<file path="src/rtl/axi_lite_pkg.sv">
// Shared response codes, channel state encodings and a constant-safe clog2
// for the AXI4-Lite register bank slave.
package axi_lite_pkg;

  localparam logic [1:0] RESP_OKAY   = 2'b00;
  localparam logic [1:0] RESP_SLVERR = 2'b10;

  typedef enum logic [1:0] {
    W_IDLE = 2'd0,
    W_WAIT = 2'd1,
    W_RESP = 2'd2
  } w_state_e;

  typedef enum logic [1:0] {
    R_IDLE = 2'd0,
    R_WAIT = 2'd1,
    R_RESP = 2'd2
  } r_state_e;

  function automatic int unsigned clog2(input int unsigned v);
    int unsigned r;
    r = 0;
    while ((64'd1 << r) < 64'(v)) r++;
    return r;
  endfunction

endpackage

</file>
<file path="src/rtl/axi_lite_rsp_timer.sv">
// Response-delay counter: loads DELAY on a handshake and counts down to zero.
// done flags that the response becomes valid on the following cycle.
module axi_lite_rsp_timer
  import axi_lite_pkg::*;
#(
  parameter int unsigned DELAY = 0
) (
  input  logic clk,
  input  logic rst_n,
  input  logic load,
  output logic done
);

  localparam int unsigned CW = (clog2(DELAY + 1) > 0) ? clog2(DELAY + 1) : 1;

  logic [CW-1:0] cnt;

  always_ff @(posedge clk or negedge rst_n) begin
    if (!rst_n) begin
      cnt <= '0;
    end else if (load) begin
      cnt <= CW'(DELAY);
    end else if (cnt != '0) begin
      cnt <= cnt - CW'(1);
    end
  end

  assign done = (cnt <= CW'(1));

endmodule

</file>
<file path="src/rtl/axi_lite_regbank_slave.sv">
// AXI4-Lite slave with NUM_REGS byte-writable registers, read-only passthrough
// registers, SLVERR on illegal access and a fixed response delay per channel.
module axi_lite_regbank_slave
  import axi_lite_pkg::*;
#(
  parameter int unsigned C_S_AXI_DATA_WIDTH = 32,
  parameter int unsigned C_S_AXI_ADDR_WIDTH = 16,
  parameter int unsigned NUM_REGS = 16,
  parameter logic [NUM_REGS-1:0] RO_MASK = '0,
  parameter logic [C_S_AXI_DATA_WIDTH-1:0] RESET_VAL = '0,
  parameter int unsigned RESP_DELAY = 0
) (
  input  logic                                   S_AXI_ACLK,
  input  logic                                   S_AXI_ARESETN,
  input  logic [C_S_AXI_ADDR_WIDTH-1:0]          S_AXI_AWADDR,
  input  logic                                   S_AXI_AWVALID,
  input  logic [2:0]                             S_AXI_AWPROT,
  output logic                                   S_AXI_AWREADY,
  input  logic [C_S_AXI_DATA_WIDTH-1:0]          S_AXI_WDATA,
  input  logic [C_S_AXI_DATA_WIDTH/8-1:0]        S_AXI_WSTRB,
  input  logic                                   S_AXI_WVALID,
  output logic                                   S_AXI_WREADY,
  output logic [1:0]                             S_AXI_BRESP,
  output logic                                   S_AXI_BVALID,
  input  logic                                   S_AXI_BREADY,
  input  logic [C_S_AXI_ADDR_WIDTH-1:0]          S_AXI_ARADDR,
  input  logic                                   S_AXI_ARVALID,
  input  logic [2:0]                             S_AXI_ARPROT,
  output logic                                   S_AXI_ARREADY,
  output logic [C_S_AXI_DATA_WIDTH-1:0]          S_AXI_RDATA,
  output logic [1:0]                             S_AXI_RRESP,
  output logic                                   S_AXI_RVALID,
  input  logic                                   S_AXI_RREADY,
  output logic [NUM_REGS*C_S_AXI_DATA_WIDTH-1:0] reg_out,
  input  logic [NUM_REGS*C_S_AXI_DATA_WIDTH-1:0] ro_in,
  output logic [NUM_REGS-1:0]                    reg_wr_pulse
);

  localparam int unsigned DW       = C_S_AXI_DATA_WIDTH;
  localparam int unsigned AW       = C_S_AXI_ADDR_WIDTH;
  localparam int unsigned NB       = DW / 8;
  localparam int unsigned ADDR_LSB = clog2(NB);
  localparam int unsigned IDXW     = (NUM_REGS > 1) ? clog2(NUM_REGS) : 1;
  localparam int unsigned DEC_BITS = ADDR_LSB + IDXW;

  // Legal when the index names an existing register and no bit above the
  // decoded field is set, so large addresses never alias onto the bank.
  function automatic logic addr_ok(input logic [AW-1:0] a);
    logic ok;
    logic [IDXW-1:0] ix;
    ok = 1'b1;
    ix = a[ADDR_LSB +: IDXW];
    if (32'(ix) >= NUM_REGS) ok = 1'b0;
    for (int unsigned b = DEC_BITS; b < AW; b++) begin
      if (a[b]) ok = 1'b0;
    end
    return ok;
  endfunction

  function automatic logic idx_ro(input logic [IDXW-1:0] ix);
    logic r;
    r = 1'b0;
    for (int unsigned i = 0; i < NUM_REGS; i++) begin
      if (ix == IDXW'(i)) r = RO_MASK[i];
    end
    return r;
  endfunction

  w_state_e w_state, w_next;
  r_state_e r_state, r_next;

  logic            aw_hs, ar_hs;
  logic            w_legal, r_ok;
  logic            w_tdone, r_tdone;
  logic [IDXW-1:0] w_idx, r_idx;
  logic [DW-1:0]   rd_word;

  assign w_idx   = S_AXI_AWADDR[ADDR_LSB +: IDXW];
  assign w_legal = addr_ok(S_AXI_AWADDR) && !idx_ro(w_idx);
  assign r_idx   = S_AXI_ARADDR[ADDR_LSB +: IDXW];
  assign r_ok    = addr_ok(S_AXI_ARADDR);

  // ---------------- write channel ----------------
  always_ff @(posedge S_AXI_ACLK or negedge S_AXI_ARESETN) begin
    if (!S_AXI_ARESETN) w_state <= W_IDLE;
    else                w_state <= w_next;
  end

  always_comb begin
    w_next        = w_state;
    aw_hs         = 1'b0;
    S_AXI_BVALID  = 1'b0;
    unique case (w_state)
      W_IDLE: begin
        aw_hs = S_AXI_AWVALID && S_AXI_WVALID && S_AXI_ARESETN;
        if (aw_hs) w_next = (RESP_DELAY == 0) ? W_RESP : W_WAIT;
      end
      W_WAIT: begin
        if (w_tdone) w_next = W_RESP;
      end
      W_RESP: begin
        S_AXI_BVALID = 1'b1;
        if (S_AXI_BREADY) w_next = W_IDLE;
      end
      default: w_next = W_IDLE;
    endcase
  end

  assign S_AXI_AWREADY = aw_hs;
  assign S_AXI_WREADY  = aw_hs;

  always_ff @(posedge S_AXI_ACLK or negedge S_AXI_ARESETN) begin
    if (!S_AXI_ARESETN) begin
      S_AXI_BRESP <= RESP_OKAY;
    end else if (aw_hs) begin
      S_AXI_BRESP <= w_legal ? RESP_OKAY : RESP_SLVERR;
    end
  end

  axi_lite_rsp_timer #(.DELAY(RESP_DELAY)) u_wtimer (
    .clk   (S_AXI_ACLK),
    .rst_n (S_AXI_ARESETN),
    .load  (aw_hs),
    .done  (w_tdone)
  );

  // ---------------- register bank ----------------
  for (genvar g = 0; g < NUM_REGS; g++) begin : g_reg
    logic hit;
    assign hit = aw_hs && w_legal && (w_idx == IDXW'(g));

    always_ff @(posedge S_AXI_ACLK or negedge S_AXI_ARESETN) begin
      if (!S_AXI_ARESETN) reg_wr_pulse[g] <= 1'b0;
      else                reg_wr_pulse[g] <= hit;
    end

    if (RO_MASK[g]) begin : g_ro
      assign reg_out[g*DW +: DW] = ro_in[g*DW +: DW];
    end else begin : g_rw
      logic [DW-1:0] q;
      always_ff @(posedge S_AXI_ACLK or negedge S_AXI_ARESETN) begin
        if (!S_AXI_ARESETN) begin
          q <= RESET_VAL;
        end else if (hit) begin
          for (int unsigned b = 0; b < NB; b++) begin
            if (S_AXI_WSTRB[b]) q[b*8 +: 8] <= S_AXI_WDATA[b*8 +: 8];
          end
        end
      end
      assign reg_out[g*DW +: DW] = q;
    end
  end

  // ---------------- read channel ----------------
  always_comb begin
    rd_word = '0;
    for (int unsigned i = 0; i < NUM_REGS; i++) begin
      if (r_idx == IDXW'(i)) rd_word = reg_out[i*DW +: DW];
    end
  end

  always_ff @(posedge S_AXI_ACLK or negedge S_AXI_ARESETN) begin
    if (!S_AXI_ARESETN) r_state <= R_IDLE;
    else                r_state <= r_next;
  end

  always_comb begin
    r_next        = r_state;
    ar_hs         = 1'b0;
    S_AXI_ARREADY = 1'b0;
    S_AXI_RVALID  = 1'b0;
    unique case (r_state)
      R_IDLE: begin
        S_AXI_ARREADY = S_AXI_ARESETN;
        ar_hs         = S_AXI_ARVALID && S_AXI_ARESETN;
        if (ar_hs) r_next = (RESP_DELAY == 0) ? R_RESP : R_WAIT;
      end
      R_WAIT: begin
        if (r_tdone) r_next = R_RESP;
      end
      R_RESP: begin
        S_AXI_RVALID = 1'b1;
        if (S_AXI_RREADY) r_next = R_IDLE;
      end
      default: r_next = R_IDLE;
    endcase
  end

  // Captured from the pre-edge bank, so a same-cycle write is not visible.
  always_ff @(posedge S_AXI_ACLK or negedge S_AXI_ARESETN) begin
    if (!S_AXI_ARESETN) begin
      S_AXI_RDATA <= '0;
      S_AXI_RRESP <= RESP_OKAY;
    end else if (ar_hs) begin
      S_AXI_RDATA <= r_ok ? rd_word : '0;
      S_AXI_RRESP <= r_ok ? RESP_OKAY : RESP_SLVERR;
    end
  end

  axi_lite_rsp_timer #(.DELAY(RESP_DELAY)) u_rtimer (
    .clk   (S_AXI_ACLK),
    .rst_n (S_AXI_ARESETN),
    .load  (ar_hs),
    .done  (r_tdone)
  );

  logic unused_ok;
  assign unused_ok = ^{S_AXI_AWPROT, S_AXI_ARPROT, ro_in,
                       S_AXI_AWADDR[ADDR_LSB-1:0], S_AXI_ARADDR[ADDR_LSB-1:0]};

endmodule

</file>
<file path="config.mk">
export PLATFORM = sky130hd
export DESIGN_NAME = axi_lite_regbank_slave
export DESIGN_NICKNAME = d
export VERILOG_FILES = /design/src/rtl/axi_lite_pkg.sv /design/src/rtl/axi_lite_rsp_timer.sv /design/src/rtl/axi_lite_regbank_slave.sv
export SDC_FILE = /design/constraint.sdc
export NUM_CORES = 1
export LEC_CHECK = 0
export BUFFER_PORTS_ARGS = -buffer_cell sky130_fd_sc_hd__buf_2
export CAP_MARGIN = 10
export CORE_AREA = 2 2 450 452
export CTS_CLUSTER_SIZE = 8
export DETAILED_ROUTE_END_ITERATION = 10
export DIE_AREA = 0 0 452 454
export PLACE_DENSITY = 0.36
export SLEW_MARGIN = 20
export SYNTH_ARGS = -nofsm -noshare
export SYNTH_HDL_FRONTEND = slang
export SYNTH_SLANG_ARGS = --single-unit
</file>
<file path="constraint.sdc">
create_clock -name S_AXI_ACLK -period 4.2 [get_ports S_AXI_ACLK]
set_input_delay 0.21 -clock S_AXI_ACLK [delete_from_list [all_inputs] [get_ports S_AXI_ACLK]]
set_output_delay 0.21 -clock S_AXI_ACLK [all_outputs]
set_load 0.01 [all_outputs]
</file>
## Word-level counts from Yosys, hierarchy flattened

Index checks and enable logic that the tools add are counted.

| word-level totals | value |
|---|---|
| flip-flop bits (word level) | 570 |
| logic and storage cells | 277 |
| output and inout bits | 569 |
| bits of input ports | 593 |

| cells by class | value |
|---|---|
| reduce and logical (&&, ||, !) cells | 90 |
| equal/unequal tests | 40 |
| multiplexer cells | 56 |
| $lt $le $gt $ge | 2 |
| add/sub/neg operators | 2 |

Operator list:

| cell | count |
|---|---|
| $mux W32 | 17 |
| $reduce_and A2 Y1 | 64 |
| $eq A4 B4 Y1 const B | 16 |
| $eq A4 B3 Y1 const B | 8 |
| $mux W1 | 29 |
| $logic_and A1 B1 Y1 | 20 |
| $eq A4 B2 Y1 const B | 4 |
| $mux W2 | 8 |
| $pmux W2 S3 | 2 |
| $ne A2 B2 Y1 const B | 5 |
| $eq A4 B1 Y1 const B | 2 |
| $logic_not A4 Y1 | 2 |
| $reduce_and A3 Y1 | 2 |
| $eq A2 B1 Y1 const B | 2 |
| $eq A2 B2 Y1 const B | 2 |
| $logic_not A2 Y1 | 2 |
| $le A1 B1 Y1 const B | 2 |
| $ne A2 B1 Y1 const B | 1 |
| $sub A1 B1 Y1 const B | 2 |

## Depth between registers and ports, before layout

Gate-level depths: netlist of run 1.

| depth | value |
|---|---|
| depth after elaboration | 18 |
| gate-level depth with buffers | 10 |
| gate-level depth less buffers | 5 |

## Worst setup path after synthesis of run 1

Ideal clock, no wire load.

| path | value |
|---|---|
| kind | register to register |
| from | register w_state[1] |
| to | register g_reg[6].g_rw.q[5] |
| data required time | 4,072 ps |
| arrival | 2,027 ps |
| setup time | 128 ps |
| path buffers | 2 |
| cell stages (with the launch flop) | 8 |
| period minus slack after synthesis | 2,155 ps |
| path slack | 2,045 ps |
| cell sequence | dfrtp_1 and4b_1 buf_2 nand4_2 buf_2 nor3_2 nand2_1 mux2_1 |

| on the way | value |
|---|---|
| cells in the longest elaborated chain, start to end | 5 |

RTL lines:

| element | RTL line | RTL |
|---|---|---|
| from (decl) | axi_lite_regbank_slave.sv:69 | `w_state_e w_state, w_next;` |
| from (signal assigned) | axi_lite_regbank_slave.sv:86 | `else w_state <= w_next;` |
| $logic_not A2 Y1 | axi_lite_regbank_slave.sv:93 | `unique case (w_state)` |
| $mux W1 | axi_lite_regbank_slave.sv:93 |  |
| net S_AXI_AWREADY | axi_lite_regbank_slave.sv:18 | `output logic S_AXI_AWREADY,` |
| $logic_and A1 B1 Y1 (2 in a row) | axi_lite_regbank_slave.sv:130 | `assign hit = aw_hs && w_legal && (w_idx == IDXW'(g));` |
| $reduce_and A2 Y1 (no line) | - |  |
| to (signal, indexed assignment) | axi_lite_regbank_slave.sv:146 | `if (S_AXI_WSTRB[b]) q[b*8 +: 8] <= S_AXI_WDATA[b*8 +: 8];` |
| to (decl) | axi_lite_regbank_slave.sv:140 | `logic [DW-1:0] q;` |

The timed path passes the listed nets, and every way through them passes these cells.
A chain may end at the register's enable or synchronous reset.

## Worst setup path after layout of run 1

| path | value |
|---|---|
| from | input S_AXI_ARESETN |
| to | register S_AXI_RDATA[13] |

| on the way | value |
|---|---|
| cells in the longest elaborated chain, start to end | 2 |

RTL lines:

| element | RTL line | RTL |
|---|---|---|
| from (decl) | axi_lite_regbank_slave.sv:14 | `input logic S_AXI_ARESETN,` |
| $logic_and A1 B1 Y1 | axi_lite_regbank_slave.sv:175 | `ar_hs = S_AXI_ARVALID && S_AXI_ARESETN;` |
| $mux W1 | axi_lite_regbank_slave.sv:172 | `unique case (r_state)` |
| to (signal assigned) | axi_lite_regbank_slave.sv:195 | `S_AXI_RDATA <= r_ok ? rd_word : '0;` |
| to (decl) | axi_lite_regbank_slave.sv:30 | `output logic [C_S_AXI_DATA_WIDTH-1:0] S_AXI_RDATA,` |

Every way passes these cells.

==> metrics.md, run 1 <==
| Metric | Value |
|---|---|
| Cells after Synth | around 2100 |
| Combinational share of power | 0.068 |
| Yosys warns | 0 |
| Leak pwr | roughly 0.018 uW |
| Ys flop type | dfrtp_1 |
| Sw frac | 0.271 |
| Class of the worst hold path | input pin to flop |
| CP required | ~4.8 ns |
| Final WS setup | a little under 0.8 ns |
| Share of synthesized registers carrying an async set or reset | 1.00 |
| Max IR drop VDD | 0.297 mV |
| Hold_sp | S_AXI_WDATA[15] |
| Most frequent cells in the layout | buf_2 (632), dfrtp_1 (564), mux2_2 (494) |
| Worst Setup SP | S_AXI_ARESETN |
| Setup_tns | 0 ns |
| DP Worst Slack | between 0.9 and 1 ns |
| Final hold viol count | 0 |
| Max_slew headroom | 0.280 |
| Post-synth EDFFs | 0 |
| Post-CTS resize count | 0 |
| Register Area | ~14000 sq um |
| RSZ-0062 raised after global routing | no |
| H-tree Lvls | 3 |
| DRC | 0 |
| Final setup fails | 0 |
| Drt wl/cell | roughly 30 microns |
| First-pass DRT Iterations | 6 |
| Unique masters post-synth | between 60 and 70 |
| Clk_lat worst skew | around 0.73 ns |
| Fin Clk Skew | between 0.05 and 0.06 ns |
| Post-synthesis register bit count | approximately 560 |
| CP arrival | about 4 ns |
| Worst-Margin Slew | between 1 and 1.5 ns |
| Clock share of power | 0.514 |
| Initial Utilization | 0.132 |
| RR Startpoint | w_state[1] |
| PwrDens | approximately 360 nW/um^2 |
| IO Port Bufs | approximately 640 |
| Clk sinks | 564 |
| Peak Freq | approximately 290 MHz |
| DRT Wirelength | 164000 microns |
| Net switching power | 3530 uW |
| Die width | 452 microns |
| First-pass GRT wire length | between 200000 and 250000 microns |
| Vias | roughly 22000 |
| Via density per instance | a little under 4 |
| Share of layout cells above drive strength 1 | 0.482 |
| Internal power | roughly 9500 uW |
| CTS Buf Count | 84 |
| Minimum clock period after layout | between 3 and 4 ns |
| Crit share post-route | 0.817 |
| Synth-to-Final Area Change | 34.7% |
| Core outline area | 201000 sq um |
| CP Launch Type | input pin |
| Slew Limit Fails | 0 |
| Dpl cell area | about 33000 sq um |
| Max Fanout on Critical Path | 16 |
| Filler cells | between 20000 and 25000 |
| Slowest stage cell, crit path | a2111oi_0 |
| NumNets Final | 3392 |
| Seq/Total Area, Yosys | 0.531 |
| Area occupied by multi-input gates | roughly 12000 sq um |
| Max Root-Sink Buffers | 3 |
| Initial antenna violation count | 26 |
| CP Class | input pin to flop |
| Overall die height | 454 microns |
| Worst-path cell chain | dlygate4sd3_1 > buf_8 > dlygate4sd3_1 > buf_4 > nand3b_1 > buf_4 > nand2_1 > o21ai_0 > a2111oi_0 > a211oi_1 |
| Worst setup EP type | flop |
| Overall routing resource usage | 0.156 |
| ANT nets after route | 0 |
| RePlAce Congestion | ~0.81 |
| Synthesized area per cell | approximately 12 sq um |
| CTS tree | done |
| Largest net degree at the start of global routing | roughly 170 |
| Vias in the first global route | ~22000 |
| Root Driver | clkbuf_16 |
| Status | finished clean |
| Commonest non-fill, non-tap cell in the layout | buf_2 |
| CTS clk-pin slew, worst paths | 0.05 ns |
| Full die area | 205000 sq um |
| Critical path's largest stage delay | between 0.6 and 0.7 ns |
| Top Ports | between 1000 and 1500 |
| Cell area after layout | ~36000 sq um |
| Hpwl dp | between 100000 and 150000 microns |
| Sequential Power Share | 0.419 |
| Cell Area, Synth | 26600 sq um |
| Core Rows | 165 |
| Initial drt markers | roughly 1500 |
| Total chip power | 13000 uW |
| MaxCap Viol Count | 0 |
| Util after Layout | 0.178 |
| GRT Residual Overflow | 0 |
## critical path, delay by kind of cell
family / cells / cell delay, ns
AND/OR/NAND/NOR: 2 / 0.79
AO/OA/AOI/OAI: 3 / 0.97
buffers and inverters: 5 / 1.95
## cell usage after synthesis (5+ instances only)
cell type | number | area [sq um]
a222oi_1 | 6 | 60.1
nand4bb_1 | 6 | 67.6
buf_2 | 35 | 175
nor2_1 | 116 | 435
clkbuf_1 | 101 | 379
nand4b_1 | 14 | 123
a22oi_1 | 26 | 195
nor4_2 | 6 | 75.1
a2bb2oi_1 | 15 | 131
o21ai_0 | 81 | 405
a22o_1 | 15 | 131
a21oi_1 | 93 | 465
buf_1 | 12 | 45.0
o21a_1 | 18 | 135
mux2i_1 | 40 | 400
nand3b_1 | 5 | 37.5
and2_1 | 9 | 56.3
mux4_2 | 12 | 270
o211ai_1 | 12 | 90.1
nor3_1 | 6 | 30.0
o32a_1 | 7 | 70.1
a21o_1 | 24 | 180
nor3_2 | 7 | 70.1
a32oi_1 | 15 | 131
o22ai_1 | 21 | 131
or3_1 | 32 | 200
mux2_1 | 42 | 473
nand2_2 | 13 | 81.3
nand2_1 | 120 | 450
nor2b_1 | 7 | 43.8
a221oi_1 | 32 | 280
buf_4 | 9 | 67.6
mux2_2 | 494 | 5560
dfrtp_1 | 564 | 14100
inv_1 | 6 | 22.5
nand2b_1 | 25 | 156
o221ai_1 | 18 | 158
a221o_1 | 5 | 50.1
a211oi_1 | 13 | 97.6
or4bb_1 | 8 | 90.1
## power by group through the flow
stage | Combinational, uW | Sequential [uW] | Clock (uW)
2_1_floorplan | 336 | 5540 | 0
3_3_place_gp | 894 | 5540 | 0
3_5_place_dp | 891 | 5540 | 0
4_1_cts | 911 | 5440 | 6950
5_1_grt | 958 | 5440 | 7140
6_report | 882 | 5450 | 6680
## state kept, by name (all words and copies together), names as in the netlist
signal / flops
S_AXI_BRESP: 1
S_AXI_RDATA: 32
r_state: 1
reg_wr_pulse: 16
w_state: 1
g.g_rw.q: 512
S_AXI_RRESP: 1
## cell families after synthesis
| logic type | synth area share |
|---|---|
| muxes | 0.252 |
| DFF | 0.531 |
| AOI/OAI and AO/OA | 0.109 |
| and+or+nand+nor | 0.0805 |
| buffers and inverters | 0.0267 |
| other | 0.000141 |
## per-layer routing
layer,wire length (microns),vias to the layer above,track usage
met1,65900,11603,0.185
met4,6760,2,0.0622
met3,7020,180,0.0247
met2,84600,660,0.278
li1,-,9249,-
met5,7,-,0
## final timing paths
path	endpoint	slack (ns)	depth (start not counted)
worst min-delay path	g_reg[11].g_rw.q[15]	0.07	2
worst max-delay path	S_AXI_RDATA[13]	0.77	10
max in group asynchronous	g_reg[7].g_rw.q[7]	1.66	6
min in group asynchronous	reg_wr_pulse[2]	0.57	4
worst max register to register	g_reg[7].g_rw.q[23]	1.03	6
worst min register to register	S_AXI_RDATA[30]	0.50	2
## stage by stage
stage	hold WS, ns	cells
after floorplan	-0.0856	2141
after detailed placement	0.192	5358
after CTS	0.00140	5496
final	0.0654	5504
after global routing	0.0577	5500
after global placement	0.194	5358
## layout make-up
class,instances,area share
multi-input combinational,1411,0.330
tap,2672,0.0934
clock inverter,12,0.00702
antenna,8,0.000559
sequential,564,0.394
clock buffer,99,0.0611
inverter,7,0.000734
timing repair buffer,731,0.113
## repair_timing
item                       in CTS  in global routing
setup buffers                   0                  0
hold endpoints to repair      262                  0
hold buffers                   27                  0
setup endpoints to repair       0                  0
No activity file was read; power rests on OpenSTA's default activity.
==> run 2: changes to the inputs <==
CORE_AREA = 2 2 447 449   (was 2 2 450 452)
DIE_AREA = 0 0 449 451   (was 0 0 452 454)
PLACE_DENSITY = 0.37   (was 0.36)
clock period = 3.1 ns   (was 4.2 ns; I/O delays follow)
==> metrics.md, run 2 (synthesized netlist as in run 1, its figures left out) <==
| Metric | Value |
|---|---|
| Status | finished clean |
| DRC | 0 (unchanged) |
| Biggest regs | g.g_rw.q (512), S_AXI_RDATA (32), reg_wr_pulse (16) |
| Worst setup EP type | flop |
| Largest register FFs | 512 (unchanged) |
| Max_slew headroom | 0.353 (+0.0731) |
| Slew Limit Fails | 0 (unchanged) |
| RePlAce Congestion | 0.820 (+1.0%) |
| Worst-Margin Slew | 0.966 ns (-0.113 ns) |
| First-pass GRT wire length | 214000 microns (-0.63%) |
| Final hold viol count | 0 (unchanged) |
| PwrDens | 487 nW/um^2 (+34%) |
| Share of layout cells above drive strength 1 | 0.488 (+0.00641) |
| Root Driver | clkbuf_16 |
| Largest net degree at the start of global routing | 125 (-25%) |
| Final setup fails | 0 (unchanged) |
| Commonest non-fill, non-tap cell in the layout | buf_2 |
| Crit share post-route | 0.936 |
| CP Class | flop to flop |
| Filler cells | 22073 (-0.92%) |
| Most frequent cells in the layout | buf_2 (632), dfrtp_1 (564), mux2_2 (494) |
| ANT nets after route | 0 (unchanged) |
| DRT Wirelength | 163000 microns (-1.0%) |
| CP required | 3.67 ns (-1.09 ns) |
| Fin cells | 5541 (+0.67%) |
| Leak pwr | 0.0183 uW (+1.6%) |
| Synth-to-Final Area Change | 36.8% |
| Fin Clk Skew | 0.0430 ns (-0.0167 ns) |
| Core Rows | 164 (-0.61%) |
| Die width | 449 microns (-0.66%) |
| Vias in the first global route | 22032 (+1.4%) |
| Vias | 21865 (+0.79%) |
| Post-Place Cells | 5378 (+0.37%) |
| Core outline area | 198000 sq um (-1.3%) |
| CTS tree | done |
| Overall die height | 451 microns (-0.66%) |
| RSZ-0062 raised after global routing | no |
| CP Launch Type | flop |
| Max Root-Sink Buffers | 3 (unchanged) |
| Minimum clock period after layout | slightly below 3 ns |
| Hold Path Stages | 2 (unchanged) |
| Max IR drop VDD | 0.341 mV (+15%) |
| FF-to-FF path depth | 6 (unchanged) |
| Biggest register | g.g_rw.q |
| MaxCap Viol Count | 0 (unchanged) |
| Overall routing resource usage | 0.156 (+0.000535) |
| CTS clk-pin slew, worst paths | 0.05 ns (about the same) |
| Post-CTS Setup Inserts | 0 (unchanged) |
| Clk_lat worst skew | 0.73 ns (about the same) |
| Top Ports | 1162 (unchanged) |
| GRT Residual Overflow | 0 (unchanged) |
| Drt wl/cell | 29.4 microns (-1.7%) |
| Max Fanout on Critical Path | 16 (unchanged) |
| Full die area | 202000 sq um (-1.3%) |
| Hpwl dp | 124000 microns (about the same) |
| H-tree Lvls | 3 (unchanged) |
| Class of the worst hold path | input pin to flop |
| CP arrival | 3.47 ns (-0.52 ns) |
| Initial drt markers | 1509 (+0.94%) |
| Util after Layout | 0.183 (+0.00519) |
| IO Port Bufs | 637 (unchanged) |
| Initial Utilization | 0.134 (+0.00177) |
| Peak Freq | between 300 and 400 MHz |
| Setup_tns | 0 ns (unchanged) |
| Via density per instance | 3.95 (+0.12%) |
| Initial antenna violation count | 19 (-27%) |
| Clk sinks | 564 (unchanged) |
| NumNets Final | 3443 (+1.5%) |
| CTS Buf Count | 85 (+1.2%) |
| First-pass DRT Iterations | 5 (-1) |
| Register Area | 14100 sq um (unchanged) |
| Area occupied by multi-input gates | 11800 sq um (about the same) |
[run 2: cell type report]
type                       count  area share
antenna                       10    0.000688
clock buffer                 100      0.0620
clock inverter                12     0.00592
inverter                       7    0.000723
multi-input combinational   1411       0.325
sequential                   564       0.388
tap                         2656      0.0914
timing repair buffer         781       0.126
[run 2: power breakdown]
group          switching [uW]  internal, uW
Combinational             938           310
Clock                    3900          5190
Sequential               3.20          7380
Total                    4840         12900
[run 2: final timing paths]
path                                  from             endpoint  slack (ns)
max                             w_state[1]   g_reg[1].g_rw.q[5]        0.20
min                        S_AXI_WDATA[10]  g_reg[4].g_rw.q[10]        0.07
max reg2reg                     w_state[1]   g_reg[1].g_rw.q[5]        0.20
min reg2reg                S_AXI_RDATA[30]      S_AXI_RDATA[30]        0.48
max in group asynchronous    S_AXI_ARESETN   g_reg[3].g_rw.q[5]        1.65
min in group asynchronous    S_AXI_ARESETN      reg_wr_pulse[5]        0.11
[run 2: metrics by stage]
step	total power, uW	worst slack (ns)	hold slack, ns	area [sq um]
finish	17700	0.198	0.0672	36400
detailed placement	8750	0.00212	0.325	33500
global placement	8760	0.0170	0.327	33500
CTS	18100	0.0124	0.00104	36300
global route	18400	0.0349	0.0294	36300
floorplan	7960	0.945	-0.141	26600
[run 2: layer usage]
layer  GRT usage  wire length [microns]  up-vias
li1            -                      -     9376
met1       0.184                  65500    11583
met2       0.272                  81400      697
met3      0.0252                   6540      209
met4      0.0837                   9170        0
met5           0                      0        -
[run 2: repair_timing]
action | 4_1_cts | 5_1_grt
gates resized for setup | 1 | 1
setup endpoints to repair | 8 | 6
pin swaps | 0 | 0
endpoints found under the hold margin | 440 | 0
hold buffers | 41 | 0
[run 2: critical path, stage by stage, from the launching register on]
cell	delay, ns
dfrtp_1	0.39
and4b_1	0.38
nand4_2	0.19
buf_4	0.28
nor3_2	0.37
nand2_1	0.61
mux2_1	0.52
